--- config.mk ---
export PLATFORM = sky130hd
export DESIGN_NAME = xalu_ise_dispatch_flat
export DESIGN_NICKNAME = d
export VERILOG_FILES = /design/src/rtl/xalu_ise_dispatch_if.sv /design/src/rtl/xalu_ise_dispatch.sv /design/src/flat_wrapper.sv
export SDC_FILE = /design/constraint.sdc
export NUM_CORES = 1
export LEC_CHECK = 0
export CAP_MARGIN = 10
export CORE_AREA = 2 2 192 194
export CTS_CLUSTER_SIZE = 10
export DETAILED_ROUTE_END_ITERATION = 12
export DIE_AREA = 0 0 194 196
export MAX_ROUTING_LAYER = met4
export PLACE_DENSITY = 0.59
export SLEW_MARGIN = 20
export SYNTH_ARGS = -nofsm -noshare
export SYNTH_HDL_FRONTEND = slang
export SYNTH_SLANG_ARGS = --single-unit
--- constraint.sdc ---
create_clock -name ise_clk -period 1.8 [get_ports ise_clk]
set_input_delay 0.18 -clock ise_clk [delete_from_list [all_inputs] [get_ports ise_clk]]
set_output_delay 0.18 -clock ise_clk [all_outputs]
set_load 0.01 [all_outputs]
--- src/rtl/xalu_ise_dispatch_if.sv ---
// Handshake bundle between the core, the dispatcher and the xalu_ise datapath.
// master = core/xalu side, slave = dispatcher.
interface xalu_ise_dispatch_if #(parameter int TAG_W = 5);
  logic             req_valid;
  logic             req_ready;
  logic [4:0]       req_fn;
  logic [6:0]       req_imm;
  logic [63:0]      req_rs1;
  logic [63:0]      req_rs2;
  logic [TAG_W-1:0] req_rd;
  logic             ise_val;
  logic [4:0]       ise_fn;
  logic [6:0]       ise_imm;
  logic [63:0]      ise_in1;
  logic [63:0]      ise_in2;
  logic             ise_oval;
  logic [63:0]      ise_out;
  logic             rsp_valid;
  logic             rsp_ready;
  logic [63:0]      rsp_data;
  logic [TAG_W-1:0] rsp_rd;
  logic             rsp_illegal;

  modport master (
    output req_valid, req_fn, req_imm, req_rs1, req_rs2, req_rd,
    input  req_ready,
    input  ise_val, ise_fn, ise_imm, ise_in1, ise_in2,
    output ise_oval, ise_out,
    input  rsp_valid, rsp_data, rsp_rd, rsp_illegal,
    output rsp_ready
  );

  modport slave (
    input  req_valid, req_fn, req_imm, req_rs1, req_rs2, req_rd,
    output req_ready,
    output ise_val, ise_fn, ise_imm, ise_in1, ise_in2,
    input  ise_oval, ise_out,
    output rsp_valid, rsp_data, rsp_rd, rsp_illegal,
    input  rsp_ready
  );
endinterface

--- src/rtl/xalu_ise_dispatch.sv ---
// Core-side issuer for xalu_ise custom instructions: IDLE -> EXEC -> RESP with timeout.
// Optional perf counters built when XALU_DISPATCH_PERF_EN is defined.
module xalu_ise_dispatch #(
  parameter int MAX_WAIT = 1,
  parameter int TAG_W    = 5
) (
  input  logic                 ise_clk,
  input  logic                 ise_rst,
  xalu_ise_dispatch_if.slave   bus,
  output logic                 busy,
  input  logic                 perf_clr,
  output logic [31:0]          perf_issued,
  output logic [31:0]          perf_illegal
);
  localparam int WCW = (MAX_WAIT > 0) ? $clog2(MAX_WAIT + 1) : 1;
  localparam logic [WCW-1:0] WMAX = WCW'(MAX_WAIT);

  typedef enum logic [1:0] {IDLE, EXEC, RESP} state_e;

  typedef struct packed {
    logic [4:0]       fn;
    logic [6:0]       imm;
    logic [63:0]      rs1;
    logic [63:0]      rs2;
    logic [TAG_W-1:0] rd;
  } op_t;

  state_e         state_q, state_d;
  op_t            op_q, op_d;
  logic [WCW-1:0] wait_q, wait_d;
  logic [63:0]    data_q, data_d;
  logic           ill_q, ill_d;
  logic           in_exec, in_resp, accept, rsp_hs;

  assign in_exec = (state_q == EXEC);
  assign in_resp = (state_q == RESP);
  assign rsp_hs  = in_resp & bus.rsp_ready;
  // Gated by reset so every output reads 0 while reset is held.
  assign bus.req_ready = ise_rst & ((state_q == IDLE) | rsp_hs);
  assign accept  = bus.req_valid & bus.req_ready;

  always_comb begin
    state_d = state_q;
    op_d    = op_q;
    wait_d  = wait_q;
    data_d  = data_q;
    ill_d   = ill_q;
    case (state_q)
      IDLE: ;
      EXEC: begin
        // A result arriving on the timeout cycle still counts as legal.
        if (bus.ise_oval) begin
          data_d  = bus.ise_out;
          ill_d   = 1'b0;
          state_d = RESP;
        end else if (wait_q == WMAX) begin
          data_d  = '0;
          ill_d   = 1'b1;
          state_d = RESP;
        end else begin
          wait_d = wait_q + WCW'(1);
        end
      end
      RESP: if (bus.rsp_ready) state_d = IDLE;
      default: state_d = IDLE;
    endcase
    if (accept) begin
      op_d    = '{fn: bus.req_fn, imm: bus.req_imm, rs1: bus.req_rs1,
                  rs2: bus.req_rs2, rd: bus.req_rd};
      wait_d  = '0;
      state_d = EXEC;
    end
  end

  always_ff @(posedge ise_clk or negedge ise_rst) begin
    if (!ise_rst) begin
      state_q <= IDLE;
      op_q    <= '0;
      wait_q  <= '0;
      data_q  <= '0;
      ill_q   <= 1'b0;
    end else begin
      state_q <= state_d;
      op_q    <= op_d;
      wait_q  <= wait_d;
      data_q  <= data_d;
      ill_q   <= ill_d;
    end
  end

  assign bus.ise_val     = in_exec;
  assign bus.ise_fn      = in_exec ? op_q.fn  : '0;
  assign bus.ise_imm     = in_exec ? op_q.imm : '0;
  assign bus.ise_in1     = in_exec ? op_q.rs1 : '0;
  assign bus.ise_in2     = in_exec ? op_q.rs2 : '0;
  assign bus.rsp_valid   = in_resp;
  assign bus.rsp_data    = in_resp ? data_q  : '0;
  assign bus.rsp_rd      = in_resp ? op_q.rd : '0;
  assign bus.rsp_illegal = in_resp & ill_q;
  assign busy            = (state_q != IDLE);

`ifdef XALU_DISPATCH_PERF_EN
  logic [31:0] iss_q, illc_q;

  // Clear wins over a coincident increment; both counters saturate.
  always_ff @(posedge ise_clk or negedge ise_rst) begin
    if (!ise_rst) begin
      iss_q  <= '0;
      illc_q <= '0;
    end else if (perf_clr) begin
      iss_q  <= '0;
      illc_q <= '0;
    end else if (rsp_hs) begin
      if (iss_q != '1)           iss_q  <= iss_q + 32'd1;
      if (ill_q && illc_q != '1) illc_q <= illc_q + 32'd1;
    end
  end

  assign perf_issued  = iss_q;
  assign perf_illegal = illc_q;
`else
  logic unused_perf_clr;
  assign unused_perf_clr = perf_clr;
  assign perf_issued     = '0;
  assign perf_illegal    = '0;
`endif
endmodule
--- src/flat_wrapper.sv ---
// flat-port wrapper written by rule: the top's interface ports become plain ports
module xalu_ise_dispatch_flat 
#(
  parameter int MAX_WAIT = 1,
  parameter int TAG_W    = 5
)
  (ise_clk, ise_rst, busy, perf_clr, perf_issued, perf_illegal, bus_req_valid, bus_req_fn, bus_req_imm, bus_req_rs1, bus_req_rs2, bus_req_rd, bus_req_ready, bus_ise_val, bus_ise_fn, bus_ise_imm, bus_ise_in1, bus_ise_in2, bus_ise_oval, bus_ise_out, bus_rsp_valid, bus_rsp_data, bus_rsp_rd, bus_rsp_illegal, bus_rsp_ready);
  xalu_ise_dispatch_if #(.TAG_W(TAG_W)) bus_i ();
  input  logic ise_clk;
  input  logic ise_rst;
  output logic busy;
  input  logic perf_clr;
  output logic [31:0] perf_issued;
  output logic [31:0] perf_illegal;
  input wire logic [$bits(bus_i.req_valid)-1:0] bus_req_valid;
  input wire logic [$bits(bus_i.req_fn)-1:0] bus_req_fn;
  input wire logic [$bits(bus_i.req_imm)-1:0] bus_req_imm;
  input wire logic [$bits(bus_i.req_rs1)-1:0] bus_req_rs1;
  input wire logic [$bits(bus_i.req_rs2)-1:0] bus_req_rs2;
  input wire logic [$bits(bus_i.req_rd)-1:0] bus_req_rd;
  output wire logic [$bits(bus_i.req_ready)-1:0] bus_req_ready;
  output wire logic [$bits(bus_i.ise_val)-1:0] bus_ise_val;
  output wire logic [$bits(bus_i.ise_fn)-1:0] bus_ise_fn;
  output wire logic [$bits(bus_i.ise_imm)-1:0] bus_ise_imm;
  output wire logic [$bits(bus_i.ise_in1)-1:0] bus_ise_in1;
  output wire logic [$bits(bus_i.ise_in2)-1:0] bus_ise_in2;
  input wire logic [$bits(bus_i.ise_oval)-1:0] bus_ise_oval;
  input wire logic [$bits(bus_i.ise_out)-1:0] bus_ise_out;
  output wire logic [$bits(bus_i.rsp_valid)-1:0] bus_rsp_valid;
  output wire logic [$bits(bus_i.rsp_data)-1:0] bus_rsp_data;
  output wire logic [$bits(bus_i.rsp_rd)-1:0] bus_rsp_rd;
  output wire logic [$bits(bus_i.rsp_illegal)-1:0] bus_rsp_illegal;
  input wire logic [$bits(bus_i.rsp_ready)-1:0] bus_rsp_ready;
  assign bus_i.req_valid = bus_req_valid;
  assign bus_i.req_fn = bus_req_fn;
  assign bus_i.req_imm = bus_req_imm;
  assign bus_i.req_rs1 = bus_req_rs1;
  assign bus_i.req_rs2 = bus_req_rs2;
  assign bus_i.req_rd = bus_req_rd;
  assign bus_req_ready = bus_i.req_ready;
  assign bus_ise_val = bus_i.ise_val;
  assign bus_ise_fn = bus_i.ise_fn;
  assign bus_ise_imm = bus_i.ise_imm;
  assign bus_ise_in1 = bus_i.ise_in1;
  assign bus_ise_in2 = bus_i.ise_in2;
  assign bus_i.ise_oval = bus_ise_oval;
  assign bus_i.ise_out = bus_ise_out;
  assign bus_rsp_valid = bus_i.rsp_valid;
  assign bus_rsp_data = bus_i.rsp_data;
  assign bus_rsp_rd = bus_i.rsp_rd;
  assign bus_rsp_illegal = bus_i.rsp_illegal;
  assign bus_i.rsp_ready = bus_rsp_ready;
  xalu_ise_dispatch #(.MAX_WAIT(MAX_WAIT), .TAG_W(TAG_W)) u_core (.ise_clk(ise_clk), .ise_rst(ise_rst), .bus(bus_i), .busy(busy), .perf_clr(perf_clr), .perf_issued(perf_issued), .perf_illegal(perf_illegal));
endmodule
# [Word-level counts from Yosys, hierarchy flattened]
# Cells that the tools add are included.
[op_classes] bitwise=5 n_eq_ne=6 div_mod_pow=0 addsub=1 multipliers=0 shift=0 magnitude_cmp=0 reduce_logical=7 mux=19
[ops] op="$mux 64" n=5
[ops] op="$mux 5" n=2
[ops] op="$mux 2" n=4
[ops] op="$mux 7" n=1
[ops] op="$mux 1" n=6
[ops] op="$pmux 2 s3" n=1
[ops] op="$reduce_bool 2->1" n=3
[ops] op="$and 1x1->1" n=4
[ops] op="$ne 2x1->1 const B" n=2
[ops] op="$ne 4x3->1 const B" n=1
[ops] op="$reduce_and 2->1" n=2
[ops] op="$ne 3x3->1 const B" n=1
[ops] op="$reduce_and 3->1" n=1
[ops] op="$eq 2x1->1 const B" n=1
[ops] op="$eq 2x2->1 const B" n=1
[ops] op="$logic_not 2->1" n=1
[ops] op="$add 1x1->1 const B" n=1
[ops] op="$or 1x1->1" n=1
[word_totals] mem_bits_ro=0 latch_bits=0 register_bits=213 n_memories=0 ram_bits=0

# [Depth between registers and ports, before layout]
# Gate-level depths: netlist of the first run.
[logic_depth] word_depth=7 mapped_depth=6 mapped_depth_nobuf=4

# [Worst setup path after synthesis of the first run]
# No wires, ideal clock.
[synth_path] kind="register to register" startpoint="register u_core.state_q[1]" endpoint="register u_core.op_q[0] (netlist name)" period_less_slack_ps=1453 arrival_ps=1328 n_path_buf=2 path_slack_ps=347 path_stages_with_launch=6 path_cell_list="dfrtp_1 > nor2b_1 > nand4bb_4 > buf_6 > buf_6 > mux2_4"
[synth_between] elab_chain_cells=5 word_cells_on_any_way=6 classes_between="eq/ne: 1; bitwise: 4; reduce/logical: 1"
[synth_lines] element="start: declaration" line_no="xalu_ise_dispatch.sv:28" source="state_e state_q, state_d;"
[synth_lines] element="start signal: assignment" line_no="xalu_ise_dispatch.sv:83" source="state_q <= state_d;"
[synth_lines] element="$eq 2x2->1" line_no="xalu_ise_dispatch.sv:36" source="assign in_resp = (state_q == RESP);"
[synth_lines] element="$and 1x1->1" line_no="xalu_ise_dispatch.sv:37" source="assign rsp_hs = in_resp & bus.rsp_ready;"
[synth_lines] element="$or 1x1->1 (*)" line_no="xalu_ise_dispatch.sv:39" source="assign bus.req_ready = ise_rst & ((state_q == IDLE) | rsp_hs);"
[synth_lines] element="$and 1x1->1 (*)" line_no="xalu_ise_dispatch.sv:39"
[synth_lines] element="$and 1x1->1 (*)" line_no="xalu_ise_dispatch.sv:40" source="assign accept = bus.req_valid & bus.req_ready;"
[synth_lines] element="end signal: assignment" line_no="xalu_ise_dispatch.sv:84" source="op_q <= op_d;"
[synth_lines] element="end: declaration" line_no="xalu_ise_dispatch.sv:29" source="op_t op_q, op_d;"
# Every way passes the cells marked *; elsewhere a longest branch is shown, timed or not.
# A chain may end at the register's enable or synchronous reset.

# [Worst setup path after layout of the first run]
[layout_path] startpoint="register u_core.state_q[0]" endpoint="output port bus_ise_in1[58]"
[layout_between] elab_chain_cells=2
[layout_lines] element="$eq 2x1->1" line_no="xalu_ise_dispatch.sv:35" source="assign in_exec = (state_q == EXEC);"
[layout_lines] element="$mux 64" line_no="xalu_ise_dispatch.sv:94" source="assign bus.ise_in1 = in_exec ? op_q.rs1 : '0;"
[layout_lines] element="end: declaration" line_no="flat_wrapper.sv:25" source="output wire logic [$bits(bus_i.ise_in1)-1:0] bus_ise_in1;"
# No other way between the ends.

==> reports/metrics.yaml, run 1 <==
synthesis:
  synth_warnings: 0
  seq_area_frac_synth_pct: 52.0
  synth_cell_types: 22
  synthCells: 766
  syn-cell-area_mm2: 0.0102
  ys_seq_elements: 213
  synth_area_per_cell_um2: 13.4
clock_network:
  clock_sinks: 213
  cts.reportedPaths.clkPinSlew_ns: 0.06
  cts_buffers: 26
  clk_path_buf_depth: 3
  htree_levels: 1
  cts_tree: "done"
  root_buffer: "clkbuf_16"
  worstSkewPairLatency_ns: 0.53
critical_path:
  r2r_cells: 6
  crit_start: "u_core.state_q[0]"
  crit_path_end: "bus_ise_in1[58]"
  critical_path_class: "register to output port"
  cp.required_ns: 1.62
  r2r_start: "u_core.state_q[0]"
  crit_path_end_kind: "output port"
  r2r_end: "u_core.op_q[112]"
  crit_path_start_kind: "register"
  worst-path-max-fanout: 5
  reg2reg_slack_ns: 0.03
  crit_arrival_ns: 1.99
floorplanning:
  core_mm2: 0.0361
  die_h_um: 196
  rows: 70
  start_util_pct: 28.4
  fp.dieW_um: 194
  io_pins: 493
  dieArea_mm2: 0.0380
global_routing:
  grt_pass1_vias: 7635
  grt_max_degree: 116
  antenna_found_initial: 0
  grt_pass1_wl_mm: 46.6
  grt.total_usage_pct: 16.1
  gr-total-overflow: 0
placement:
  dp.final_hpwl_mm: 21.2
  gp_congestion: 0.791
  dp_slack_ns: -0.0638
  placed_cell_area_mm2: 0.0150
  io_buffers: 427
final_layout:
  diodes: 0
  fillCellCount: 3265
  layout-drive-gt1-share_pct: 51.3
  final_core_utilization_pct: 47.7
  syn2layout_area_growth_pct: 68.1
  layout_common_cells: "clkdlybuf4s50_1, dfrtp_1, buf_6, and2_4, mux2_4"
  finalInstanceArea_mm2: 0.0172
  nets: 1481
drt:
  ant_nets: 0
  route.met3.wl_mm: 2.07
  vias_per_cell: 4.30
  drt_iter0_drc: 266
  drt-pass1-iter-count: 4
  dr_wl_met2_mm: 17.0
  wl_mm: 34.6
  maxUsedRoutingLayer: "met4"
  vias: 7510
  wl_per_cell_um: 19.8
  drcViolationCount: 0
  wl_met1_mm: 14.7
sta:
  slew-limit-headroom_pct: 50.8
  drv_slew: 0
  hold_viol_final: 0
  period_share_pct: 121
  finalCriticalPeriod_ns: 2.17
  finClkSkew_ns: 0.0235
  setup_viol: 212
  fmax_mhz: 461
  setup_tns_ns: -45.78
  worst_slew_pin_slew_ns: 0.738
  setup_ws_ns: -0.369
  rsz0062_at_grt: "yes"
pwr:
  cellPowerDensity_mw_per_mm2: 1320
  irDropWorstVdd_mv: 0.678
  p_leak_nw: 8.34
flow_run:
  cap_viol_max_count: 0
hold_path:
  hold_class: "input port to asynchronous set/reset pin"
status:
  outcome: "complete, but fails checks"
  violations: "negative setup slack"
flip-flops by register name, summed over array words and instances (netlist names):
| register | count |
|---|---|
| u_core.data_q | 64 |
| u_core.ill_q | 1 |
| u_core.op_q | 145 |
| u_core.state_q | 2 |
| u_core.wait_q | 1 |
kinds of logic after synthesis:
logic type | after synthesis | synth area share (%)
AOI/OAI and AO/OA | 68 | 5.72
buffers and inverters | 118 | 7.94
other | 1 | 0.0366
DFF | 213 | 52.0
muxes | 145 | 20.6
and+or+nand+nor | 221 | 13.6
through the flow:
stage	cells	hold slack, ns	total power [mW]
after floorplan	829	-0.116	11.9
after global placement	1637	-0.0226	15.4
after detailed placement	1637	-0.0223	15.4
after CTS	1702	0.0261	20.8
after global routing	1745	0.0496	23.9
final	1745	0.0591	22.7
layout make-up:
| cell class | instances | area [um^2] | share of cell area [%] |
|---|---|---|---|
| tap | 468 | 586 | 3.40 |
| timing repair buffer | 525 | 5760 | 33.4 |
| timing repair inverter | 1 | 16.3 | 0.0945 |
| sequential | 213 | 5330 | 31.0 |
| clock inverter | 1 | 5.00 | 0.0291 |
| inverter | 1 | 16.3 | 0.0945 |
| multi-input combinational | 498 | 4760 | 27.7 |
| clock buffer | 38 | 747 | 4.34 |
cell usage after synthesis:
library cell	instances	share of area [%]
a22o_1	64	5.5
inv_2	1	0.037
nand2_1	1	0.037
nand2b_1	2	0.12
buf_4	64	4.7
o21ai_1	1	0.049
o21a_1	1	0.073
nor2_1	2	0.073
o31ai_1	1	0.073
nand4bb_4	1	0.27
clkbuf_1	24	0.88
buf_2	14	0.68
buf_6	15	1.6
a21oi_1	1	0.049
nor3b_1	1	0.073
nor2b_1	2	0.12
mux2_2	17	1.9
mux2_4	128	19
and2_1	211	13
or2_2	1	0.061
dfrtp_1	213	52
conb_1	1	0.037
critical path, cell delays in order, from the launching register on:
cell and delay [ns]:
dfrtp_2 0.45, nand2b_4 0.18, clkinv_8 0.09, buf_12 0.14, buf_16 0.12, buf_8 0.11
buf_6 0.11, and2_4 0.15, buf_6 0.11
how the worst min path moves through the flow:
| stage | from | to |
|---|---|---|
| 6_report | ise_rst | u_core.state_q[1] |
| 5_1_grt | ise_rst | u_core.state_q[1] |
| 4_1_cts | ise_rst | u_core.state_q[1] |
| 3_5_place_dp | ise_rst | u_core.state_q[1] |
| 3_3_place_gp | ise_rst | u_core.state_q[1] |
| 2_1_floorplan | ise_rst | u_core.data_q[0] |
metal layers:
layer / track usage [%] / up-vias
met1: 20.2 / 3742
met5: - / -
li1: - / 3444
met4: 4.07 / 0
met2: 26.4 / 283
met3: 3.76 / 41
timing repair:
item / 4_1_cts / 5_1_grt
gates cloned: 8 / 21
resized for setup: 396 / 739
pin swaps: 7 / 104
endpoints found under the hold margin: 213 / 0
hold buffers: 1 / 0
setup buffers: 17 / 30
endpoints found under the setup margin: 214 / 214
report_power, final:
part	leakage, nW	switching (mW)	internal [mW]	total [mW]
Sequential	2.56	1.19	6.70	7.89
Clock	0.368	1.94	2.82	4.76
Combinational	5.42	3.55	6.54	10.1
No activity file was read; power rests on OpenSTA's default activity.
==> run 2: changes to the inputs <==
--- a/config.mk
+++ b/config.mk
@@ -12,6 +12,8 @@
 export DIE_AREA = 0 0 194 196
 export MAX_ROUTING_LAYER = met4
 export PLACE_DENSITY = 0.59
+export SKIP_CTS_REPAIR_TIMING = 1
+export SKIP_LAST_GASP = 1
 export SLEW_MARGIN = 20
 export SYNTH_ARGS = -nofsm -noshare
 export SYNTH_HDL_FRONTEND = slang
==> run 2 against run 1 <==
Effect of this change:
- clock skew down 0.0060 ns
- hold slack better by 0.088 ns
- total power down 3.7%
- die area unchanged
- core utilization down 1.4 points
- largest power group unchanged
- final area down 3.0%
- worst setup slack better by 0.086 ns
- global-route usage down 0.95 points
- routed wire length down 3.0%
- the run still ends with negative setup slack left
- flip-flop and latch count unchanged
- cell count down 1.6%
- via count down 0.97%
==> reports/metrics.yaml, run 2 (same netlist as run 1, synthesis figures left out) <==
status:
  outcome: "complete, but fails checks"
  violations: "negative setup slack"
clock_network:
  clock_sinks: 213
  root_buffer: "clkbuf_16"
  cts_tree: "done"
  clk_path_buf_depth: 3
  worstSkewPairLatency_ns: 0.52
  htree_levels: 1
  cts_buffers: 26
  cts.reportedPaths.clkPinSlew_ns: 0.06
drt:
  vias: 7437
  vias_per_cell: 4.33
  drt-pass1-iter-count: 4
  wl_mm: 33.5
  drt_iter0_drc: 271
  drcViolationCount: 0
  ant_nets: 0
  wl_per_cell_um: 19.5
final_layout:
  fillCellCount: 3364
  regArea_mm2: 0.00533
  syn2layout_area_growth_pct: 63.0
  multi_input_area_mm2: 0.00471
  largest_register_ffs: 145
  layout_common_cells: "clkdlybuf4s50_1, dfrtp_1, buf_6, and2_4, mux2_4"
  nets: 1452
  max_flop_register: "u_core.op_q"
  layout-drive-gt1-share_pct: 47.8
  reg_top3: "u_core.op_q x145, u_core.data_q x64, u_core.state_q x2"
sta:
  period_share_pct: 116
  worst_slew_pin_slew_ns: 0.707
  whs_ns: 0.147
  slew-limit-headroom_pct: 52.9
  drv_slew: 0
  setup_tns_ns: -37.13
  finalCriticalPeriod_ns: 2.08
  fmax_mhz: 480
  finClkSkew_ns: 0.0175
  setup_ws_ns: -0.284
  rsz0062_at_grt: "yes"
  setup_viol: 217
  hold_viol_final: 0
flow_run:
  cap_viol_max_count: 0
global_routing:
  gr-total-overflow: 0
  grt_pass1_vias: 7394
  antenna_found_initial: 0
  grt_max_degree: 116
  grt_pass1_wl_mm: 44.2
  grt.total_usage_pct: 15.2
pwr:
  irDropWorstVdd_mv: 0.671
  cellPowerDensity_mw_per_mm2: 1310
  p_leak_nw: 8.21
  p_total_mw: 21.9
critical_path:
  crit_path_start_kind: "register"
  crit_path_end_kind: "output port"
  cp_cell_sequence: "nand2b_4 > clkinv_8 > buf_12 > buf_8 > clkbuf_16 > and2_4 > buf_6"
  r2r_cells: 7
  critical_path_class: "register to output port"
  worst-path-max-fanout: 7
  cp.required_ns: 1.62
  crit_arrival_ns: 1.90
  slowest_delay_ns: 0.44
  slowest_stage: "dfrtp_2"
placement:
  dp.final_hpwl_mm: 21.2
  io_buffers: 427
  dp_slack_ns: -0.0638
  gp_congestion: 0.791
floorplanning:
  rows: 70
  start_util_pct: 28.4
  io_pins: 493
  die_h_um: 196
  fp.dieW_um: 194
  dieArea_mm2: 0.0380
  core_mm2: 0.0361
hold_path:
  hold_class: "input port to asynchronous set/reset pin"
## run 2: cell types whose count changed in the layout (fill, tap and decap cells not counted), sizes merged
| cell | change |
|---|---|
| clkbuf | +27 |
| dlymetal6s2s | +9 |
| diode | +1 |
| buf | -65 |
## run 2: critical path, delay by kind of cell (launching register included)
family	cells	cell delay, ns
buffers and inverters	5	0.61
DFF	1	0.44
and+or+nand+nor	2	0.32
## run 2: power by group
part	internal [mW]	total (mW)	switching [mW]
combinational	5.90	9.24	3.35
clock	2.82	4.76	1.94
sequential	6.70	7.88	1.18
## run 2: through the flow
step	area [um^2]	std cells	util [%]
2_1_floorplan	10500	829	-
3_3_place_gp	15000	1637	41.6
3_5_place_dp	15000	1637	41.6
4_1_cts	15700	1676	43.6
5_1_grt	16700	1716	46.3
6_report	16700	1717	46.3
## run 2: worst paths after layout
kind	to	slack (ns)	from
max in group asynchronous	u_core.op_q[76]	0.78	ise_rst
min in group ise_clk	u_core.data_q[0]	0.25	bus_ise_out[0]
setup / recovery	bus_ise_in2[45]	-0.28	u_core.state_q[0]
setup reg to reg	u_core.op_q[109]	-0.01	u_core.state_q[1]
hold / removal	u_core.state_q[1]	0.15	ise_rst
hold reg to reg	u_core.op_q[89]	0.49	u_core.op_q[89]
## run 2: layout make-up
type / instances / area share [%]
Inverter: 1 / 0.0974
Multi-Input combinational cell: 498 / 28.2
Antenna cell: 1 / 0.0150
Sequential cell: 213 / 31.9
Clock inverter: 1 / 0.0300
Clock buffer: 38 / 4.47
Timing Repair Buffer: 496 / 31.6
Tap cell: 468 / 3.51
Timing Repair inverter: 1 / 0.0974
## run 2: layer usage
layer | GRT usage, % | routed length, um | vias up
met4 | 3.51 | 660 | 0
met2 | 25.1 | 16400 | 280
li1 | - | - | 3386
met5 | - | 0 | -
met3 | 3.80 | 2090 | 46
met1 | 18.7 | 14400 | 3725
==> run 3: changes to the inputs <==
--- a/config.mk
+++ b/config.mk
@@ -12,6 +12,7 @@
 export DIE_AREA = 0 0 194 196
 export MAX_ROUTING_LAYER = met4
 export PLACE_DENSITY = 0.59
+export RECOVER_POWER = 25
 export SKIP_CTS_REPAIR_TIMING = 1
 export SKIP_LAST_GASP = 1
 export SLEW_MARGIN = 20
==> run 3 against run 2 <==
Effect of this change:
- the run still ends with negative setup slack left
- largest power group unchanged
- sequential power about the same
- cell count stayed put
- maximum frequency about the same
- clock-buffer cell count unchanged
- largest cell class unchanged
- register-to-register slack about the same
==> reports/metrics.yaml, run 3 (same netlist as run 1, synthesis figures left out) <==
status:
  outcome: "complete, but fails checks"
  violations: "negative setup slack"
hold_path:
  hold_class: "input port to asynchronous set/reset pin"
sta:
  rsz0062_at_grt: "yes"
  setup_viol: 226
  slew-limit-headroom_pct: 36.5
  drv_slew: 0
  fmax_mhz: 480
  setup_ws_ns: -0.284
  worst_slew_pin_slew_ns: 0.953
  finalCriticalPeriod_ns: 2.08
  period_share_pct: 116
  setup_tns_ns: -37.28
  hold_viol_final: 0
  whs_ns: 0.215
  finClkSkew_ns: 0.0177
drt:
  drcViolationCount: 0
  vias: 7448
  vias_per_cell: 4.34
  ant_nets: 0
  drt_iter0_drc: 271
  wl_mm: 33.5
  drt-pass1-iter-count: 4
  wl_per_cell_um: 19.5
global_routing:
  grt_max_degree: 116
  grt_pass1_wl_mm: 44.2
  grt_pass1_vias: 7394
  gr-total-overflow: 0
  grt.total_usage_pct: 15.2
  antenna_found_initial: 0
critical_path:
  crit_arrival_ns: 1.90
  crit_path_start_kind: "register"
  crit_path_end_kind: "output port"
  worst-path-max-fanout: 7
  cp.required_ns: 1.62
  critical_path_class: "register to output port"
clock_network:
  clock_sinks: 213
  clk_path_buf_depth: 3
  htree_levels: 1
  cts_tree: "done"
  cts.reportedPaths.clkPinSlew_ns: 0.06
  cts_buffers: 26
  root_buffer: "clkbuf_16"
  worstSkewPairLatency_ns: 0.52
placement:
  io_buffers: 427
  placed_cell_area_mm2: 0.0150
  dp.final_hpwl_mm: 21.2
  gp_congestion: 0.791
final_layout:
  reg_top3: "u_core.op_q x145, u_core.data_q x64, u_core.state_q x2"
  final_core_utilization_pct: 46.2
  syn2layout_area_growth_pct: 62.8
  layout-drive-gt1-share_pct: 47.7
  fillCellCount: 3367
  layout_common_cells: "clkdlybuf4s50_1, dfrtp_1, buf_6, and2_4, mux2_4"
  nets: 1452
  largest_register_ffs: 145
  max_flop_register: "u_core.op_q"
  finalInstanceArea_mm2: 0.0167
pwr:
  cellPowerDensity_mw_per_mm2: 1310
  p_leak_nw: 8.20
  irDropWorstVdd_mv: 0.671
  p_total_mw: 21.9
floorplanning:
  rows: 70
  dieArea_mm2: 0.0380
  start_util_pct: 28.4
  die_h_um: 196
  core_mm2: 0.0361
  io_pins: 493
  fp.dieW_um: 194
flow_run:
  cap_viol_max_count: 0
-- run 3: through the flow --
stage	std cells	setup slack, ns
floorplan	829	0.347
finish	1717	-0.284
global placement	1637	-0.0588
global route	1716	-0.364
CTS	1676	-0.655
detailed placement	1637	-0.0638
-- run 3: area by class of cell --
type,count,area (um^2),share of cell area (%)
Antenna cell,1,2.50,0.0150
Sequential cell,213,5330,32.0
Tap cell,468,586,3.51
Inverter,1,16.3,0.0975
Timing Repair inverter,1,16.3,0.0975
Timing Repair Buffer,496,5260,31.5
Clock inverter,1,5.00,0.0300
Multi-Input combinational cell,498,4710,28.3
Clock buffer,38,747,4.48
-- run 3: final timing paths --
kind	slack, ns	cells past startpoint	start	endpoint
hold / removal	0.21	2	ise_rst	u_core.state_q[1]
setup / recovery	-0.28	7	u_core.state_q[0]	bus_ise_in2[45]
max in group asynchronous	0.30	3	ise_rst	u_core.op_q[73]
hold reg to reg	0.49	1	u_core.op_q[89]	u_core.op_q[89]
min in group ise_clk	0.25	2	bus_ise_out[0]	u_core.data_q[0]
setup reg to reg	-0.01	7	u_core.state_q[1]	u_core.op_q[109]
-- run 3: worst max-delay path, cell delays in order, from the launching register on --
cell	delay [ns]
dfrtp_2	0.44
nand2b_4	0.18
clkinv_8	0.09
buf_12	0.14
buf_8	0.12
clkbuf_16	0.15
and2_4	0.14
buf_6	0.11
-- run 3: routing by layer --
layer / part of all wire [%] / wire [um] / up-vias / track usage (%)
met5: 0 / 0 / - / -
met4: 2.0 / 660 / 0 / 3.51
met3: 6.2 / 2090 / 46 / 3.80
met2: 49 / 16400 / 282 / 25.1
met1: 43 / 14400 / 3733 / 18.7
li1: - / - / 3387 / -
-- run 3: report_power, final --
| group | internal, mW | total (mW) | switching (mW) |
|---|---|---|---|
| clock network | 2.82 | 4.76 | 1.94 |
| registers | 6.70 | 7.88 | 1.18 |
| logic | 5.89 | 9.24 | 3.35 |
